File: src/rtl/regalu_pkg.sv
// Shared types and constants for the regalu issue path.
// Register 0 is the architectural discard sink and never creates a dependence.
package regalu_pkg;

    localparam logic [2:0] NOP_OP   = 3'b000;
    localparam logic [4:0] REG_ZERO = 5'd0;

    typedef struct packed {
        logic [4:0] rr1;
        logic [4:0] rr2;
        logic [4:0] wr;
        logic [2:0] op;
    } issue_req_t;

    typedef struct packed {
        logic       v;
        logic [4:0] wr;
    } sb_entry_t;

    // True when source register r is still being produced by the in-flight entry e.
    function automatic logic sb_hit(input logic [4:0] r, input sb_entry_t e);
        return (r != REG_ZERO) && e.v && (e.wr == r);
    endfunction

endpackage

File: src/rtl/issue_fifo.sv
// In-order request queue; head is registered storage, so nothing passes through in the push cycle.
// Push is ignored when full, pop when empty; flush empties the queue and overrides both.
module issue_fifo
    import regalu_pkg::*;
#(
    parameter int DEPTH = 4
) (
    input  logic                   clk,
    input  logic                   rst_n,
    input  logic                   push,
    input  logic                   pop,
    input  logic                   flush,
    input  issue_req_t             push_dat,
    output issue_req_t             head_dat,
    output logic                   full,
    output logic                   empty,
    output logic [$clog2(DEPTH):0] count
);

    localparam int PW = $clog2(DEPTH);
    localparam int CW = PW + 1;

    issue_req_t     mem_q [DEPTH];
    logic [PW-1:0]  wr_ptr_q, wr_ptr_d;
    logic [PW-1:0]  rd_ptr_q, rd_ptr_d;
    logic [CW-1:0]  cnt_q, cnt_d;
    logic           push_ok, pop_ok;

    assign full     = (cnt_q == CW'(DEPTH));
    assign empty    = (cnt_q == '0);
    assign count    = cnt_q;
    assign head_dat = mem_q[rd_ptr_q];
    assign push_ok  = push && !full && !flush;
    assign pop_ok   = pop && !empty && !flush;

    always_comb begin
        wr_ptr_d = wr_ptr_q;
        rd_ptr_d = rd_ptr_q;
        cnt_d    = cnt_q;
        if (flush) begin
            wr_ptr_d = '0;
            rd_ptr_d = '0;
            cnt_d    = '0;
        end else begin
            if (push_ok) wr_ptr_d = wr_ptr_q + PW'(1);
            if (pop_ok)  rd_ptr_d = rd_ptr_q + PW'(1);
            case ({push_ok, pop_ok})
                2'b10:   cnt_d = cnt_q + CW'(1);
                2'b01:   cnt_d = cnt_q - CW'(1);
                default: cnt_d = cnt_q;
            endcase
        end
    end

    always_ff @(posedge clk) begin
        if (!rst_n) begin
            wr_ptr_q <= '0;
            rd_ptr_q <= '0;
            cnt_q    <= '0;
        end else begin
            wr_ptr_q <= wr_ptr_d;
            rd_ptr_q <= rd_ptr_d;
            cnt_q    <= cnt_d;
        end
    end

    always_ff @(posedge clk) begin
        if (push_ok) mem_q[wr_ptr_q] <= push_dat;
    end

endmodule

File: src/rtl/regalu_issue_ctrl.sv
// Queues ALU ops and issues the head into regalu, stalling on RAW hazards against X/M until write-back.
// Earliest issue is one cycle after acceptance; in_ready drops when full or while flushing.
module regalu_issue_ctrl
    import regalu_pkg::*;
#(
    parameter int DEPTH = 4,
    parameter int CNT_W = 16
) (
    input  logic             clk,
    input  logic             rst_n,
    input  logic             in_valid,
    output logic             in_ready,
    input  logic [4:0]       in_rr1,
    input  logic [4:0]       in_rr2,
    input  logic [4:0]       in_wr,
    input  logic [2:0]       in_op,
    input  logic             flush,
    output logic [4:0]       RR1,
    output logic [4:0]       RR2,
    output logic [4:0]       WR,
    output logic [2:0]       INop,
    output logic             issue,
    output logic             busy,
    output logic [CNT_W-1:0] issued_cnt,
    output logic [CNT_W-1:0] stall_cnt
);

    issue_req_t               in_req, head;
    logic                     fifo_full, fifo_empty, push, hazard, stall_ev;
    logic [$clog2(DEPTH):0]   fifo_cnt;
    sb_entry_t                sbx_q, sbx_d, sbm_q;
    logic [CNT_W-1:0]         issued_cnt_q, issued_cnt_d, stall_cnt_q, stall_cnt_d;

    assign in_req = '{rr1: in_rr1, rr2: in_rr2, wr: in_wr, op: in_op};

    issue_fifo #(.DEPTH(DEPTH)) u_fifo (
        .clk      (clk),
        .rst_n    (rst_n),
        .push     (push),
        .pop      (issue),
        .flush    (flush),
        .push_dat (in_req),
        .head_dat (head),
        .full     (fifo_full),
        .empty    (fifo_empty),
        .count    (fifo_cnt)
    );

    // No bypass network: any source still in X or M must wait for write-back.
    always_comb begin
        hazard = sb_hit(head.rr1, sbx_q) || sb_hit(head.rr1, sbm_q) ||
                 sb_hit(head.rr2, sbx_q) || sb_hit(head.rr2, sbm_q);
    end

    always_comb begin
        in_ready = rst_n && !flush && !fifo_full;
        push     = in_valid && in_ready;
        issue    = rst_n && !fifo_empty && !hazard && !flush;
        stall_ev = rst_n && !fifo_empty && hazard && !flush;
        busy     = (fifo_cnt != '0) || sbx_q.v || sbm_q.v;
        RR1      = REG_ZERO;
        RR2      = REG_ZERO;
        WR       = REG_ZERO;
        INop     = NOP_OP;
        if (issue) begin
            RR1  = head.rr1;
            RR2  = head.rr2;
            WR   = head.wr;
            INop = head.op;
        end
    end

    always_comb begin
        sbx_d.v      = issue && (head.wr != REG_ZERO);
        sbx_d.wr     = head.wr;
        issued_cnt_d = issued_cnt_q + (issue    ? CNT_W'(1) : CNT_W'(0));
        stall_cnt_d  = stall_cnt_q  + (stall_ev ? CNT_W'(1) : CNT_W'(0));
    end

    always_ff @(posedge clk) begin
        if (!rst_n) begin
            sbx_q        <= '0;
            sbm_q        <= '0;
            issued_cnt_q <= '0;
            stall_cnt_q  <= '0;
        end else begin
            sbx_q        <= sbx_d;
            sbm_q        <= sbx_q;
            issued_cnt_q <= issued_cnt_d;
            stall_cnt_q  <= stall_cnt_d;
        end
    end

    assign issued_cnt = issued_cnt_q;
    assign stall_cnt  = stall_cnt_q;

endmodule

File: config.mk
export PLATFORM = sky130hd
export DESIGN_NAME = regalu_issue_ctrl
export DESIGN_NICKNAME = d
export VERILOG_FILES = /design/src/rtl/regalu_pkg.sv /design/src/rtl/issue_fifo.sv /design/src/rtl/regalu_issue_ctrl.sv
export SDC_FILE = /design/constraint.sdc
export NUM_CORES = 1
export LEC_CHECK = 0
export ABC_AREA = 1
export CAP_MARGIN = 20
export CORE_ASPECT_RATIO = 0.75
export CORE_MARGIN = 1
export CORE_UTILIZATION = 51
export DETAILED_ROUTE_END_ITERATION = 10
export PLACE_DENSITY = 0.75
export SYNTH_ARGS = -nofsm -noshare
export SYNTH_HDL_FRONTEND = slang
export SYNTH_SLANG_ARGS = --single-unit
File: constraint.sdc
create_clock -name clk -period 4.4 [get_ports clk]
set_clock_uncertainty 0.2 [all_clocks]
set_input_delay 0.88 -clock clk [delete_from_list [all_inputs] [get_ports clk]]
set_output_delay 0.88 -clock clk [all_outputs]
set_load 0.03 [all_outputs]
==> impl_results.md, run 1 <==
* Worst path top cell family by delay: simple AND/OR/NAND/NOR gates
* Syn_area_per_cell at 9.40 sq um
* CP Launch Type: register
* Vias at 4325
* Flop and latch count out of synthesis at 125
* Num CTS Buffers at 17
* Least-Margin Pin Slew at 0.544 ns
* Max-Cap Viols at 0
* Max IR drop VDD at 0.257 mV
* Final setup viols at 0
* Period utilization at 0.903
* Hold Crit Class: register to register
* Crit path max-delay cell type: dfxtp_1
* WP buf/inv at 3
* PD cells at 396 nW/um^2
* Most frequent CP cell: nand2_1
* Setup_tns at 0 ns
* Syn Inst Count at 583
* RSZ-0062 raised after global routing: false
* Post-route ant nets at 0
* Hold path start: sbx_q[4]$_SDFF_PN0_
* Number of flops mapped to enable cells by yosys at 72
* Io pins at 75
* Number of vias per cell at 5.27
* CTS Sinks at 125
* Post-synth top area share at 0.395
* Mapped Nets at 615
* Site row count at 32
* Max Fclk at 0.252 GHz
* Post-synth cell types at 34
* Commonest cells post-synth: nand2_1 (147), edfxtp_1 (72), inv_1 (55)
* Post-Route WL at 12.7 mm
* Drt pass-1 iters at 5
* Rel. slew slack at 0.637
* Post-synth top area cell: edfxtp_1
* Area contributors post-synth: edfxtp_1 (39%), dfxtp_1 (19%), nand2_1 (10%)
* Top-count cell post-synth: nand2_1
* Post-route DRC violation count at 0
* CTS tree: done
* GRT Overall Usage at 0.245
* Delay of the slowest critical-path stage at 0.52 ns
* DIE HEIGHT at 91.8 um
* Hold_buf cts at 0
* Sequential area share after synthesis at 0.588
* Synth warnings at 0
* Top_reg_cell synth: edfxtp_1
* Synth async-reset ratio at 0
* Hpwl dp at 8.37 mm
* Overall die width at 122 um
* Final Net Count at 703
* H-Tree Depth at 4
* Critical path, cell by cell: buf_4 -> nand2_1 -> nand3_1 -> nand2_1 -> nand2_1 -> nand2_1 -> nor2_1 -> nand3_1 -> nand2_1 -> nand2_2 -> nand3_4 -> buf_4 -> nor2_2 -> buf_4
* Deepest clock path buffer count at 2
* Run status: completed
* CTS Root Cell: clkbuf_16
* Vias in the first global route at 4059
* Final Hold Fails at 0
* # diodes at 0
* Initial antenna violation count at 0
* Area Growth Syn to Fin at 25.8%
* CP Depth at 14
* CP endpoint kind: primary output
* Leak Pwr at 2.70 nW
* IO buf count at 74
* Initial DRC count at 418
* Dpl cell area at 6310 sq um
* First-pass GRT wire length at 20.4 mm
* Post-route minimum period at 3.97 ns
* WL per Instance at 15.5 um
* Core Region at 10400 sq um
* Grt total ovfl at 0
* Worst Hold Path Cells at 2
* Pin count of the biggest net entering global routing at 37
* Routability cong. at 0.930
* Post_cts resized at 0
* Crit path DAT at 2.89 ns
* Clk_lat worst skew at 0.41 ns
* Pins Over Slew Limit at 0
* Worst R2R Path Depth at 21
* Initial Util at 0.528
* CP Max Fanout at 24
* Layout Cell Area excl Fill at 6890 sq um
* WP data required at 3.32 ns
* Proportion of layout cells with a drive suffix above 1 at 0.139
* CP Class: register to primary output
* Post-CTS Repair Setup Buffers at 0
* Worst-path clk slew at 0.05 ns
* Die Area at 11200 sq um
* Post-Syn Area at 5480 sq um
==> logic make-up after synthesis <==
kind of cell	share of synthesized area
fa+ha+maj	0.0242
simple gates	0.253
xor+xnor	0.00480
compound gates	0.0683
flops	0.588
buf+inv	0.0610
==> cell type report <==
class | count | area [sq um]
multi-input combinational | 384 | 1920
inverter | 58 | 223
tap | 136 | 170
clock inverter | 12 | 146
sequential | 125 | 3220
timing repair buffer | 85 | 773
fill | 798 | 3480
clock buffer | 20 | 437
==> worst paths after layout <==
path,endpoint,slack (ns)
setup / recovery,WR[4],0.43
hold / removal,sbm_q[4]$_SDFF_PN0_,0.27
setup reg to reg,issued_cnt[14]$_SDFF_PN0_,0.50
hold reg to reg,sbm_q[4]$_SDFF_PN0_,0.27
==> power by group <==
group	internal, mW	switching, mW
clock	0.884	0.495
combinational	0.0386	0.0567
sequential	1.25	0.00637
==> registers in the layout, indices dropped and copies added, names as in the netlist, named ones only <==
register,flops
stall_cnt,16
u_fifo.wr_ptr_q,2
u_fifo.mem_q,72
sbx_q,6
issued_cnt,16
u_fifo.rd_ptr_q,2
u_fifo.count,3
sbm_q,6
==> per-stage QoR <==
step                       util  hold slack, ns  cells  total power [mW]  setup WS [ns]
after global placement    0.609           0.253    788              1.37          0.409
after detailed placement  0.609           0.262    788              1.37          0.290
after CTS                 0.665           0.272    820              2.74          0.451
after global routing      0.665           0.291    820              2.80         0.0878
final                     0.665           0.274    820              2.73          0.428
after floorplan               -           0.230    583              1.33          0.454
==> layer usage <==
metal | up-vias | track usage | wire length [um]
met5 | - | 0 | 0
met3 | 17 | 0.0535 | 906
li1 | 2126 | - | -
met1 | 2007 | 0.343 | 5790
met4 | 0 | 0.0782 | 164
met2 | 175 | 0.377 | 5860
==> worst register-to-register path, delay by kind of cell, from the launching register on <==
family                     cells  cell delay, ns
and+or+nand+nor               14            1.86
buffers and inverters          3            0.53
DFF                            1            0.52
AOI/OAI and AO/OA              2            0.35
adders and majority gates      2            0.34
==> placed cells by master (no fill, tap or decap), drive strengths merged <==
master and count:
nand2 156, edfxtp 72, nor2 72, inv 58, clkdlybuf4s50 54, dfxtp 53
nand3 48, a21oi 32, buf 31, o21ai 20, clkbuf 20, nor3 14
ha 9, a32o 8, nor3b 6, clkinv 6, nand3b 4, a31oi 3
nand4 3, clkinvlp 3, bufinv 3, xor2 2, and3 2, a21boi 1
xnor2 1, or2 1, o21a 1, fa 1
No activity file was read; power rests on OpenSTA's default activity.
==> run 2: changes to the inputs <==
--- a/config.mk
+++ b/config.mk
@@ -9,9 +9,10 @@
 export CAP_MARGIN = 20
 export CORE_ASPECT_RATIO = 0.75
 export CORE_MARGIN = 1
-export CORE_UTILIZATION = 51
+export CORE_UTILIZATION = 49
 export DETAILED_ROUTE_END_ITERATION = 10
 export PLACE_DENSITY = 0.75
+export SKIP_LAST_GASP = 1
 export SYNTH_ARGS = -nofsm -noshare
 export SYNTH_HDL_FRONTEND = slang
 export SYNTH_SLANG_ARGS = --single-unit
==> constraint.sdc (replaced) <==
create_clock -name clk -period 3.3 [get_ports clk]
set_clock_uncertainty 0.2 [all_clocks]
set_input_delay 0.66 -clock clk [delete_from_list [all_inputs] [get_ports clk]]
set_output_delay 0.66 -clock clk [all_outputs]
set_load 0.03 [all_outputs]
==> run 2 against run 1 <==
Net effect:
- the run now ends with negative setup slack left
- final area is 16% higher
- flip-flop and latch count unchanged
- global-route usage rose by 0.38 points
- sequential power grew 34%
- cell count grew 7.2%
- sequential share of layout area is 6.3 points lower
- first-iteration DRC count is 1.2% higher
- die area up 4.0%
- worst hold slack improved by 0.0087 ns
- register-to-register slack lost 0.50 ns
==> impl_results.md, run 2 (synthesized netlist as in run 1, its figures left out) <==
* # diodes at 0 (unchanged)
* Initial antenna violation count at 0 (unchanged)
* Max Fclk at 0.296 GHz
* Fillers at 750 (-6.0%)
* CTS tree: done
* Vias in the first global route at 4364 (+7.5%)
* Rel. slew slack at 0.757 (+0.120)
* Clk_lat worst skew at 0.41 ns (about the same)
* First-pass GRT wire length at 21.3 mm (+4.2%)
* Hpwl dp at 8.63 mm (+3.1%)
* Final core occ at 0.731 (+0.0665)
* Num CTS Buffers at 17 (unchanged)
* Post-Route WL at 14.7 mm (+15%)
* Drt pass-1 iters at 5 (unchanged)
* Initial Util at 0.503 (-0.0257)
* Max reg flops at 72 (unchanged)
* CP Class: register to primary output
* Overall die width at 124 um (+2.0%)
* CP Max Fanout at 11 (-54%)
* Io pins at 75 (unchanged)
* Die Area at 11600 sq um (+4.0%)
* Final Hold Fails at 0 (unchanged)
* WL per Instance at 16.7 um (+7.5%)
* GRT Overall Usage at 0.248 (+0.00383)
* Register with the most flip-flops: u_fifo.mem_q
* Final setup viols at 19 (+19)
* Post-route minimum period at 3.38 ns
* DIE HEIGHT at 93.6 um (+2.0%)
* Hold path start: sbx_q[3]$_SDFF_PN0_
* RSZ-0062 raised after global routing: true
* Proportion of layout cells with a drive suffix above 1 at 0.303 (+0.164)
* PnR worst setup slack at -0.0832 ns (-0.511 ns)
* CP Launch Type: register
* Period utilization at 1.03
* Worst-path clk slew at 0.05 ns (about the same)
* Initial DRC count at 423 (+1.2%)
* Violations in the final reports: negative setup slack
* Core Region at 10900 sq um (+5.1%)
* Max-Cap Viols at 0 (unchanged)
* Post-route ant nets at 0 (unchanged)
* Most frequent cells in the layout: nand2_1 (125), edfxtp_1 (72), clkdlybuf4s50_1 (54), inv_1 (52), buf_4 (52)
* CTS Root Cell: clkbuf_16
* Deepest clock path buffer count at 2 (unchanged)
* Site row count at 33 (+3.1%)
* Routability cong. at 0.931 (about the same)
* Grt total ovfl at 0 (unchanged)
* H-Tree Depth at 4 (unchanged)
* Number of vias per cell at 5.29 (+0.30%)
* IO buf count at 74 (unchanged)
* Pin count of the biggest net entering global routing at 28 (-24%)
* Hold Crit Class: register to register
* Vias at 4650 (+7.5%)
* Crit path DAT at 2.52 ns (-0.37 ns)
* Run status: finished with violations
* Area Growth Syn to Fin at 45.5%
* CP endpoint kind: primary output
* Final Net Count at 758 (+7.8%)
* Reg area at 3230 sq um (about the same)
* WP data required at 2.44 ns (-0.88 ns)
* CTS Sinks at 125 (unchanged)
* Multi-input logic area at 2320 sq um (+21%)
* Total power at 3.64 mW (+33%)
* PD cells at 457 nW/um^2 (+15%)
* Leak Pwr at 3.13 nW (+16%)
* Post-route DRC violation count at 0 (unchanged)
* Pins Over Slew Limit at 0 (unchanged)
* Max IR drop VDD at 0.403 mV (+57%)
* Most common cell after layout, fill and taps aside: nand2_1
* Least-Margin Pin Slew at 0.362 ns (-0.182 ns)
[run 2: layout make-up]
| cell class | instances | area share |
|---|---|---|
| sequential | 125 | 0.405 |
| multi-input combinational | 384 | 0.292 |
| timing repair buffer | 140 | 0.179 |
| clock buffer | 18 | 0.0538 |
| inverter | 58 | 0.0305 |
| tap | 140 | 0.0220 |
| clock inverter | 14 | 0.0182 |
[run 2: final timing paths]
check	slack [ns]	end	depth (start not counted)
worst max-delay path	-0.08	WR[3]	17
worst min-delay path	0.28	sbm_q[3]$_SDFF_PN0_	2
worst max register to register	0	stall_cnt[12]$_SDFF_PN0_	23
worst min register to register	0.28	sbm_q[3]$_SDFF_PN0_	2
[run 2: timing repair]
item / CTS / global route
cloned: 1 / 3
pin swaps: 21 / 53
resized for setup: 40 / 92
setup endpoints to repair: 28 / 37
hold buffers: 0 / 0
buffers inserted: 12 / 7
[run 2: power breakdown]
| group | leakage, nW | switching [mW] | total [mW] | internal [mW] |
|---|---|---|---|---|
| clock | 0.274 | 0.700 | 1.81 | 1.11 |
| combinational | 1.77 | 0.0876 | 0.159 | 0.0709 |
| sequential | 1.08 | 0.00990 | 1.67 | 1.66 |
[run 2: worst max-delay path, stage by stage (launching register included)]
cell and delay [ns]:
dfxtp_2 0.33, buf_12 0.15, clkbuf_16 0.16, nand2_2 0.08, nand3_4 0.12, nand2_4 0.11, nand2_1 0.05, nand2_1 0.06
nor2_1 0.04, nand3_1 0.08, nand2_1 0.06, nand2_2 0.10, buf_6 0.11, nand3_4 0.09, buf_12 0.15, clkbuf_16 0.17
nor2_2 0.11, buf_6 0.14
[run 2: metrics by stage]
stage                     std cells  setup slack [ns]  instance area, sq um  hold WS (ns)  setup TNS (ns)
after floorplan                 583            -0.167                  5490         0.230          -12.16
after detailed placement        824            -0.373                  6650         0.254           -2.09
after global routing            879            -0.257                  7970         0.293           -4.89
after CTS                       869           -0.0247                  7470         0.268         -0.0470
after global placement          824            -0.209                  6650         0.253          -0.876
final                           879           -0.0832                  7970         0.283          -0.952
[run 2: routing by layer]
layer  GRT usage  wire, um  vias to the layer above
li1            -         -                     2237
met1       0.337      6430                     2254
met2       0.394      7250                      136
met3      0.0500       739                       23
met4      0.0863       243                        0
met5           0         0                        -
